### src/rtl/fuzz_round_sequencer.sv
`default_nettype none
// ============================================================================
// Module      : fuzz_round_sequencer
// Description : Sequences fuzzing rounds around the DUT. It gates the DUT
//               clock, drives DUT reset, handshakes with the coverage
//               collector and memory reloader, and raises a stall/watchdog irq.
// Revision    : 1.0 - initial release
// ============================================================================
module fuzz_round_sequencer #(
  parameter int unsigned COV_W        = 30,
  parameter int unsigned STALL_LIMIT  = 1000,
  parameter int unsigned WDOG_LIMIT   = 10000,
  parameter int unsigned DRAIN_CYCLES = 4,
  parameter int unsigned RESET_CYCLES = 8
) (
  input  logic             clock,
  input  logic             reset_n,
  input  logic             fuzz_en,
  input  logic [63:0]      max_cycles,
  input  logic [63:0]      tohost,
  input  logic [COV_W-1:0] cov,
  output logic             dut_clk_en,
  output logic             dut_reset,
  output logic             irq,
  output logic             col_req,
  output logic [COV_W-1:0] col_cov,
  input  logic             col_ack,
  input  logic             col_next,
  output logic             load_req,
  input  logic             load_ack,
  output logic             done,
  output logic             fail,
  output logic [31:0]      round_cnt
);

  localparam logic [2:0] c_RESET   = 3'd0;
  localparam logic [2:0] c_RUN     = 3'd1;
  localparam logic [2:0] c_DRAIN   = 3'd2;
  localparam logic [2:0] c_COLLECT = 3'd3;
  localparam logic [2:0] c_LOAD    = 3'd4;
  localparam logic [2:0] c_DONE    = 3'd5;

  logic [2:0]       r_state;
  logic [2:0]       w_next;
  logic [31:0]      r_hold_cnt;
  logic [63:0]      r_run_cnt;
  logic [31:0]      r_wdog_cnt;
  logic [31:0]      r_stall_cnt;
  logic [COV_W-1:0] r_cov_prev;
  logic             r_fail_rec;

  logic [31:0]      w_hold_inc;
  logic [63:0]      w_run_inc;
  logic [31:0]      w_wdog_inc;
  logic [31:0]      w_stall_inc;
  logic             w_timeout;
  logic             w_reset_end;
  logic             w_drain_end;
  logic             w_unused;

  assign w_unused    = ^tohost[63:1];
  assign w_hold_inc  = r_hold_cnt + 32'd1;
  assign w_run_inc   = (&r_run_cnt)   ? r_run_cnt   : r_run_cnt + 64'd1;
  assign w_wdog_inc  = (&r_wdog_cnt)  ? r_wdog_cnt  : r_wdog_cnt + 32'd1;
  assign w_stall_inc = (&r_stall_cnt) ? r_stall_cnt : r_stall_cnt + 32'd1;
  // Timeout compares against the count including the current cycle.
  assign w_timeout   = (max_cycles != 64'd0) && (w_run_inc > max_cycles);
  assign w_reset_end = (w_hold_inc >= RESET_CYCLES);
  assign w_drain_end = (w_hold_inc >= DRAIN_CYCLES);

  always_comb begin
    w_next = r_state;
    case (r_state)
      c_RESET:   if (w_reset_end) w_next = c_RUN;
      c_RUN:     if (tohost[0] || w_timeout) w_next = c_DRAIN;
      c_DRAIN:   if (w_drain_end) w_next = (r_fail_rec || !fuzz_en) ? c_DONE : c_COLLECT;
      c_COLLECT: if (col_ack) w_next = col_next ? c_LOAD : c_RESET;
      c_LOAD:    if (load_ack) w_next = c_RESET;
      c_DONE:    w_next = c_DONE;
      default:   w_next = c_RESET;
    endcase
  end

  always_ff @(posedge clock or negedge reset_n) begin
    if (!reset_n) begin
      r_state     <= c_RESET;
      r_hold_cnt  <= '0;
      r_run_cnt   <= '0;
      r_wdog_cnt  <= '0;
      r_stall_cnt <= '0;
      r_cov_prev  <= '0;
      r_fail_rec  <= 1'b0;
      dut_clk_en  <= 1'b1;
      dut_reset   <= 1'b1;
      irq         <= 1'b0;
      col_req     <= 1'b0;
      col_cov     <= '0;
      load_req    <= 1'b0;
      done        <= 1'b0;
      fail        <= 1'b0;
      round_cnt   <= '0;
    end else begin
      r_state <= w_next;

      if (w_next == r_state && (r_state == c_RESET || r_state == c_DRAIN))
        r_hold_cnt <= w_hold_inc;
      else
        r_hold_cnt <= '0;

      // Progress counters live only inside a round; the coverage baseline
      // tracks cov outside RUN so the first run cycle compares fairly.
      if (r_state == c_RUN && w_next == c_RUN) begin
        r_run_cnt  <= w_run_inc;
        r_wdog_cnt <= w_wdog_inc;
        if (cov == r_cov_prev) begin
          r_stall_cnt <= w_stall_inc;
        end else begin
          r_stall_cnt <= '0;
          r_cov_prev  <= cov;
        end
      end else begin
        r_run_cnt   <= '0;
        r_wdog_cnt  <= '0;
        r_stall_cnt <= '0;
        r_cov_prev  <= cov;
      end

      if (r_state == c_RUN && w_next == c_DRAIN)
        r_fail_rec <= ~tohost[0];

      irq <= (w_next == c_RUN) &&
             ((r_stall_cnt >= STALL_LIMIT) || (r_wdog_cnt >= WDOG_LIMIT));

      dut_clk_en <= (w_next == c_RESET) || (w_next == c_RUN);
      dut_reset  <= (w_next == c_RESET) || (w_next == c_LOAD);
      col_req    <= (w_next == c_COLLECT);
      load_req   <= (w_next == c_LOAD);
      done       <= (w_next == c_DONE);

      if (r_state == c_DRAIN && w_next == c_DONE)
        fail <= r_fail_rec;
      if (r_state == c_DRAIN && w_next == c_COLLECT)
        col_cov <= cov;
      if (r_state == c_COLLECT && col_ack)
        round_cnt <= round_cnt + 32'd1;
    end
  end

endmodule
`default_nettype wire

### config.mk
export PLATFORM = sky130hd
export DESIGN_NAME = fuzz_round_sequencer
export DESIGN_NICKNAME = d
export VERILOG_FILES = /design/src/rtl/fuzz_round_sequencer.sv
export SDC_FILE = /design/constraint.sdc
export NUM_CORES = 1
export LEC_CHECK = 0
export CAP_MARGIN = 10
export CORE_MARGIN = 1
export CORE_UTILIZATION = 30
export DETAILED_ROUTE_END_ITERATION = 12
export HOLD_SLACK_MARGIN = 0.05
export PLACE_DENSITY = 0.47
export RECOVER_POWER = 25
export SLEW_MARGIN = 20
export SYNTH_ARGS = -nofsm -noshare
export SYNTH_HDL_FRONTEND = slang
export SYNTH_SLANG_ARGS = --single-unit
### constraint.sdc
create_clock -name clock -period 6.96 [get_ports clock]
set_input_delay 0.696 -clock clock [delete_from_list [all_inputs] [get_ports clock]]
set_output_delay 0.696 -clock clock [all_outputs]
set_load 0.03 [all_outputs]
Yosys cells after proc, flatten, opt, wreduce, memory -nomap -nowiden
Cells that the tools add are included.

operators by class
  reduce and logical (&&, ||, !) cells = 21
  mux-type cells = 18
  add/subtract/negate cells = 5
  order comparisons = 5
  equal/unequal tests = 15
  bitwise gates (word level) = 1

operators by type and width
  operator               number
  $mux 32                6
  $add 32x1->32 const B  4
  $mux 64                2
  $add 64x1->64 const B  1
  $gt 64x64->1           1
  $reduce_and 32->1      2
  $reduce_and 64->1      1
  $reduce_bool 64->1     1
  $mux 30                2
  $ge 32x10->1 const B   1
  $ge 32x14->1 const B   1
  $ge 32x3->1 const B    1
  $ge 32x4->1 const B    1
  $eq 30x30->1           1
  $mux 3                 7
  $pmux 3 s6             1
  $eq 3x2->1 const B     4
  $eq 3x3->1 const B     4
  $logic_and 1x1->1      8
  $eq 3x1->1 const B     2
  $logic_not 3->1        2
  $logic_or 1x1->1       6
  $ne 2x2->1 const B     2
  $eq 3x3->1             1
  other kinds (3)        3

word-level totals
  input bits = 164
  word-level logic and storage cells = 81
  register bits after elaboration = 263
  output and inout port bits = 69

Depth between registers and ports, before layout
Gate-level depths: netlist of run 1.

  word-level depth = 10
  mapped depth = 22
  depth with buffers taken out = 20

Worst setup path after synthesis of run 1
OpenSTA, ideal clock, no wires.

  kind = reg2reg
  start point = register r_run_cnt[27]
  end point = register col_cov[0]
  arrival = 5164 ps
  stages on the path, launching flop included = 23
  path slack = 1671 ps
  period minus slack after synthesis = 5289 ps
  library setup time = 125 ps
  cells stage by stage = dfrtp_1 -> and4_1 -> and4_1 -> and4_1 -> a31oi_1 -> nand2_1 -> or3_1 -> clkbuf_1 -> or3_1 -> xnor2_1 -> ha_1 -> nand4_1 -> nor4_1 -> and4_1 -> nand3_1 -> o221a_2 -> a22oi_1 -> nand2_1 -> a21oi_2 -> inv_2 -> o2111ai_4 -> buf_6 -> mux2_4

on the way
  cells in the longest elaborated chain, start to end = 9
  elaborated cells between the ends (all ways) = 10
  classes of those cells = add/sub (1); order compare (1); eq/ne (1); mux (3); reduce/logical (4)

ends and longest elaborated chain
  item                                                       RTL line  RTL
  start: declaration                                         46        logic [63:0] r_run_cnt;
  start signal: assignment                                   113       r_run_cnt <= w_run_inc;
  $add 64x1->64 / $reduce_and 64->1 (equally long branches)  63        assign w_run_inc = (&r_run_cnt) ? r_run_cnt : r_run_cnt + 64'd1;
  $mux 64 (*)                                                63
  $gt 64x64->1 (*)                                           67        assign w_timeout = (max_cycles != 64'd0) && (w_run_inc > max_cycles);
  $logic_and 1x1->1 (*)                                      67
  $logic_or 1x1->1 (*)                                       75        c_RUN: if (tohost[0] || w_timeout) w_next = c_DRAIN;
  $mux 3 (*)                                                 75
  $pmux 3 s6 (*)                                             73        case (r_state)
  named net w_next[0]                                        44        logic [2:0] w_next;
  $eq 3x2->1 (*)                                             142       if (r_state == c_DRAIN && w_next == c_COLLECT)
  $logic_and 1x1->1 (*)                                      142
  end signal: assignment                                     143       col_cov <= cov;
  end: declaration                                           26        output logic [COV_W-1:0] col_cov,

Mark *: on every way through the listed nets, which the timed path passes. The rest lies on a longest branch.
A chain may end at the register's enable or synchronous reset.

Worst setup path after layout of run 1
  start point = register r_run_cnt[27]
  end point = register col_cov[11]

Same word-level chain as after synthesis.

==> out/qor.yml, run 1 <==
routing:
  first_iter_violations: 462
  viasPerCell: 4.70
  first_pass_iters: 9
  ant_nets: 0
  drc: 2
  num_vias: 10500
  finalWirelength_um: 34800
  routedWlPerCell_um: 15.6
sta:
  fin_setup_tns_ns: 0
  fin_crit_sh: 0.899
  slew_headroom: -2.42
  finalHoldViolations: 0
  rsz0062_at_grt: "false"
  fin_skew_ns: 0.00940
  setup_viol: 0
  whs_ns: 0.481
  period_needed_ns: 6.25
  tightest_slew_ns: 5.13
  fmax_mhz: 160
  report.final.slew_viol_count: 103
cts:
  clk_pin_slew_ns: 0.06
  postCtsSetupBuffers: 0
  cts_tree: "built"
  cts_resized: 0
  cts_made_buffers: 31
  cts_max_path_buffers: 3
  h-tree-depth: 1
  root_buffer: "clkbuf_16"
  clk-insertion-delay-late_ns: 0.59
  cts.sinks: 263
  cts_hold_buffers: 0
logic_synthesis:
  post_synth_inst_count: 1412
  synthTopCellsByArea: "dfrtp_1 (46%), ha_1 (6.4%), xor2_1 (6.2%)"
  synth_edf_count: 0
  ys_warn_count: 0
  synth-seq-cells: 263
  ys_types: 70
  yosysMostFrequentCell: "dfrtp_1"
  synth_flop_cell: "dfrtp_1"
  syn_area_per_cell_um2: 10.0
  synthTopCellsByCount: "dfrtp_1 (261), nor2_1 (116), nand2_1 (108), xor2_1 (100), inv_1 (87)"
  synth_top_area_share: 0.462
  seq_area_frac_synth: 0.466
  async_flop_share: 1.00
  synth.largest_area_cell: "dfrtp_1"
  synth_area_um2: 14100
floorplan:
  num_rows: 79
  die_w_um: 219
  core_um2: 46600
  io_pins: 233
  start_util: 0.304
  die_area_um2: 48000
  die_height_um: 219
critical_path:
  end_kind: "flip-flop"
  slowest_stage: "or3_1"
  cpMostUsedCell: "and4_1"
  arrival_ns: 6.73
  cp.required_ns: 7.43
  critPathLaunchType: "flip-flop"
  crit_buf_inv: 3
  critPathMaxStageDelay_ns: 0.61
  crit_type: "flip-flop to flip-flop"
  crit_chain: "and4_1, and4_1, and4_1, a31oi_1, nand2_1, or3_1, or3_1, xnor2_1, ha_1, nand4_1, nor4_1, buf_4, and4_1, nand3_1, o221a_2, a22oi_2, nand2_1, a21oi_2, inv_2, o2111ai_4, buf_12, mux2_4"
  cp_top_family: "simple AND/OR/NAND/NOR gates"
  critical_path.max_fanout: 30
global_routing:
  antenna_found_initial: 3
  grt_usage: 0.148
  overflow: 0
  grt_pass1_wl_um: 57100
  grt_max_degree: 163
  grt_pass1_vias: 10800
status:
  status: "finished, violations left"
  violations: "design-rule violations, max-capacitance violations, max-slew violations"
cells_and_area:
  syn_to_final_growth_pct: 24.8
  drive_gt1_frac: 0.0757
  fin_util: 0.379
  layout.nets: 1837
min_path:
  hold_path_class: "flip-flop to flip-flop"
pwr:
  p_sw_frac: 0.292
  cell_internal_pwr_mw: 2.99
  p_per_area_nw_per_um2: 239
  leakage_nw: 7.83
  seqPwrFrac: 0.414
  p_sw_mw: 1.23
  clkPwrFrac: 0.390
  ir_worst_vdd_mv: 0.202
  combPwrFrac: 0.197
placement:
  portBuffers: 169
  dpl.hpwl_um: 25300
  gp_congestion: 0.802
run:
  max_cap_violations: 1
-- final timing paths --
kind	from	end	slack [ns]	cells past startpoint
min	round_cnt[31]	round_cnt[31]	0.48	1
min reg2reg	round_cnt[31]	round_cnt[31]	0.48	1
max in group asynchronous	reset_n	r_hold_cnt[25]	1.82	1
max reg2reg	r_run_cnt[27]	col_cov[11]	0.71	22
min in group asynchronous	reset_n	round_cnt[26]	2.19	1
max	r_run_cnt[27]	col_cov[11]	0.71	22
-- layout make-up --
class                      count  area (um2)
antenna                        3        7.51
multi-input combinational   1034        7090
clock buffer                  48         920
clock inverter                 8         108
timing repair buffer         183        1830
fill                        4615       28900
sequential                   263        6580
tap                          607         759
inverter                      88         330
-- metal layers --
metal / vias up / GRT usage / wire length [um]
li1: 5230 / - / -
met1: 5002 / 0.200 / 16500
met2: 215 / 0.230 / 15100
met3: 48 / 0.0395 / 2200
met4: 0 / 0.0444 / 997
met5: - / 0 / 0
-- state kept, by name (all words and copies together), names as in the netlist --
register     flops
r_run_cnt       64
r_hold_cnt      32
r_stall_cnt     32
r_wdog_cnt      32
round_cnt       32
col_cov         30
r_cov_prev      30
r_state          3
col_req          1
done             1
dut_clk_en       1
dut_reset        1
fail             1
irq              1
load_req         1
r_fail_rec       1
-- worst reg2reg max path: stages, from the launching register on --
cell and delay, ns:
dfrtp_1 0.43, and4_1 0.26, and4_1 0.25, and4_1 0.24, a31oi_1 0.44, nand2_1 0.27
or3_1 0.61, or3_1 0.43, xnor2_1 0.17, ha_1 0.33, nand4_1 0.16, nor4_1 0.24
buf_4 0.20, and4_1 0.24, nand3_1 0.12, o221a_2 0.30, a22oi_2 0.30, nand2_1 0.11
a21oi_2 0.20, inv_2 0.11, o2111ai_4 0.11, buf_12 0.27, mux2_4 0.36
-- per-stage QoR --
step | std cells | power [mW] | area, um2 | setup WS, ns
6_report | 2234 | 4.22 | 17600 | 0.706
5_1_grt | 2234 | 4.42 | 17600 | 0.291
4_1_cts | 2231 | 4.30 | 17600 | 0.743
3_5_place_dp | 2175 | 2.61 | 16600 | 0.793
3_3_place_gp | 2175 | 2.61 | 16600 | 0.914
2_1_floorplan | 1440 | 2.24 | 14200 | 1.67
-- cell families (layout without fill, tap and decap cells) --
logic type / after synthesis / in the layout / share of synthesized area
compound gates: 101 / 101 / 0.0482
xor+xnor: 185 / 185 / 0.115
fa+ha+maj: 72 / 72 / 0.0637
buf+inv: 143 / 327 / 0.0408
flops: 263 / 263 / 0.466
mux: 37 / 37 / 0.0370
other cells: 1 / 32 / 0.000265
simple gates: 610 / 610 / 0.229
-- placed cells by master, fill, tap and decap left out, types with 30 or more instances in the layout --
| cell type | count |
|---|---|
| ha_1 | 72 |
| a21oi_1 | 34 |
| nor2b_1 | 67 |
| xor2_1 | 100 |
| nand2_1 | 108 |
| clkdlybuf4s50_1 | 137 |
| clkbuf_16 | 31 |
| and3_1 | 35 |
| xnor2_1 | 85 |
| mux2_4 | 30 |
| inv_1 | 87 |
| nor4_1 | 47 |
| nand4_1 | 59 |
| dfrtp_1 | 261 |
| nand3_1 | 66 |
| nor3_1 | 33 |
| dlygate4sd3_1 | 31 |
| nor2_1 | 116 |
-- power groups by stage --
stage	Clock (mW)	Sequential, mW	Combinational (mW)
global placement	0	1.77	0.839
detailed placement	0	1.77	0.840
CTS	1.71	1.75	0.845
finish	1.64	1.75	0.829
global route	1.75	1.76	0.901
floorplan	0	1.90	0.336
No activity file was read; power rests on OpenSTA's default activity.
==> run 2, diff against run 1 <==
--- a/config.mk
+++ b/config.mk
@@ -8,6 +8,7 @@
 export CAP_MARGIN = 10
 export CORE_MARGIN = 1
 export CORE_UTILIZATION = 30
+export CTS_BUF_LIST = sky130_fd_sc_hd__clkbuf_4
 export DETAILED_ROUTE_END_ITERATION = 12
 export HOLD_SLACK_MARGIN = 0.05
 export PLACE_DENSITY = 0.47
==> run 2 against run 1 <==
The flow finishes with violations (max-capacitance violations, max-slew violations). Fmax about the same. First-iteration DRC count decreased by 4.5%. Via count grew 3.5%. Global-route usage up 0.56 points. Clock power is 5% lower. Count of clock-buffer cells in the layout up 70. Die area stayed put. Largest cell class unchanged.
==> out/qor.yml, run 2 (same netlist as run 1, synthesis figures left out) <==
critical_path:
  arrival_ns: 6.90  # +0.17 ns
  critical_path.max_fanout: 30  # unchanged
  cpMostUsedCell: "and4_1"
  slowest_stage: "or3_1"
  cp.required_ns: 7.61  # +0.18 ns
  critPathLaunchType: "flip-flop"
  critPathMaxStageDelay_ns: 0.60  # about the same
  crit_chain: "and4_1, and4_1, and4_1, a31oi_1, nand2_1, or3_1, or3_1, xnor2_1, ha_1, nand4_1, nor4_1, buf_4, and4_1, nand3_1, o221a_2, a22oi_2, nand2_1, a21oi_2, inv_2, o2111ai_4, buf_12, mux2_4"
  crit_type: "flip-flop to flip-flop"
  crit_buf_inv: 3  # unchanged
  end_kind: "flip-flop"
  cp_top_family: "simple AND/OR/NAND/NOR gates"
cells_and_area:
  largest_reg_flops: 64  # unchanged
  seq_area_um2: 6580  # unchanged
  layout.nets: 1886  # +2.7%
  drive_gt1_frac: 0.120  # +0.0438
  layout_common_cells: "dfrtp_1 (261), clkdlybuf4s50_1 (138), clkbuf_4 (118)"
  postLayoutCellArea_um2: 17700  # +0.13%
  syn_to_final_growth_pct: 24.9
  multi_input_area_um2: 7090  # unchanged
  top_register: "r_run_cnt"
  final_common_cell: "dfrtp_1"
  fillers: 4655  # +0.87%
cts:
  clk_pin_slew_ns: 0.06  # about the same
  clk-insertion-delay-late_ns: 0.79  # +0.20 ns
  cts_tree: "built"
  cts_made_buffers: 79  # +150%
  cts_max_path_buffers: 3  # unchanged
  h-tree-depth: 3  # +2
  cts.sinks: 263  # unchanged
  cts_hold_buffers: 1  # +1
  root_buffer: "clkbuf_4"
  cts_resized: 0  # unchanged
  postCtsSetupBuffers: 0  # unchanged
global_routing:
  grt_max_degree: 163  # unchanged
  grt_pass1_vias: 11200  # +3.3%
  grt_usage: 0.154  # +0.00563
  overflow: 0  # unchanged
  grt_pass1_wl_um: 58200  # +1.8%
  antenna_found_initial: 4  # +1
routing:
  finalWirelength_um: 35400  # +1.7%
  drc: 0  # -2
  ant_nets: 0  # unchanged
  first_iter_violations: 441  # -4.5%
  first_pass_iters: 4  # -5
  routedWlPerCell_um: 15.3  # -2.0%
  num_vias: 10900  # +3.5%
  viasPerCell: 4.69  # -0.22%
floorplan:
  core_um2: 46600  # unchanged
  io_pins: 233  # unchanged
  num_rows: 79  # unchanged
  die_area_um2: 48000  # unchanged
  die_height_um: 219  # unchanged
  die_w_um: 219  # unchanged
  start_util: 0.304  # unchanged
placement:
  dpl.hpwl_um: 25300  # unchanged
  dpl_cell_area_um2: 16600  # unchanged
  preCtsSetupSlack_ns: 0.793  # unchanged
  gp_congestion: 0.802  # unchanged
  portBuffers: 169  # unchanged
min_path:
  hold_path_class: "flip-flop to flip-flop"
sta:
  report.final.slew_viol_count: 103  # unchanged
  fin_skew_ns: 0.0572  # +0.0478 ns
  fin_setup_tns_ns: 0  # unchanged
  setup_viol: 0  # unchanged
  fmax_mhz: 160  # about the same
  finalHoldViolations: 0  # unchanged
  tightest_slew_ns: 5.20  # +0.0726 ns
  slew_headroom: -2.47  # -0.0484
  period_needed_ns: 6.25  # -0.00109 ns
  fin_crit_sh: 0.898  # about the same
  rsz0062_at_grt: "false"
  setup_slack_ns: 0.707  # +0.00109 ns
  whs_ns: 0.487  # +0.00593 ns
pwr:
  leakage_nw: 7.94  # +1.4%
  ir_worst_vdd_mv: 0.188  # -6.8%
  p_per_area_nw_per_um2: 234  # -2.2%
run:
  max_cap_violations: 1  # unchanged
status:
  violations: "max-capacitance violations, max-slew violations"
  status: "finished, violations left"
-- run 2: cell types whose count changed in the layout (fill, tap and decap cells not counted), moves of 2 or more --
cell,previous run,this run
clkbuf_4,0,118
clkbuf_16,31,0
clkbuf_1,9,0
clkinv_1,0,9
clkbuf_8,8,0
clkinv_4,0,2
inv_6,0,2
-- run 2: metal layers --
metal	global-route usage	part of all wire
met5	0	0
met4	0.0634	0.033
met3	0.0581	0.077
met2	0.231	0.43
met1	0.197	0.46
-- run 2: layout make-up --
cell class | instances | area share
Multi-Input combinational cell | 1034 | 0.402
Timing Repair Buffer | 184 | 0.104
Clock inverter | 19 | 0.00858
Antenna cell | 4 | 0.000567
Tap cell | 607 | 0.0430
Clock buffer | 118 | 0.0502
Inverter | 88 | 0.0187
Sequential cell | 263 | 0.373
-- run 2: path summary, 6_finish.rpt --
kind,from,end,slack [ns],cells past startpoint
worst max-delay path,r_run_cnt[27],col_cov[1],0.71,22
worst min-delay path,round_cnt[31],round_cnt[31],0.49,1
worst max register to register,r_run_cnt[27],col_cov[1],0.71,22
worst min register to register,round_cnt[31],round_cnt[31],0.49,1
max in group asynchronous,reset_n,r_hold_cnt[31],1.39,2
min in group asynchronous,reset_n,round_cnt[29],2.56,2
-- run 2: where the power goes --
group          switching (mW)  internal, mW  total [mW]
Clock                   0.706         0.850        1.56
Sequential             0.0948          1.65        1.75
Combinational           0.467         0.360       0.827
-- run 2: metrics by stage --
stage | utilization | std cells | power, mW
2_1_floorplan | - | 1440 | 2.24
5_1_grt | 0.379 | 2317 | 4.38
4_1_cts | 0.379 | 2313 | 4.23
6_report | 0.379 | 2317 | 4.13
3_3_place_gp | 0.356 | 2175 | 2.61
3_5_place_dp | 0.356 | 2175 | 2.61
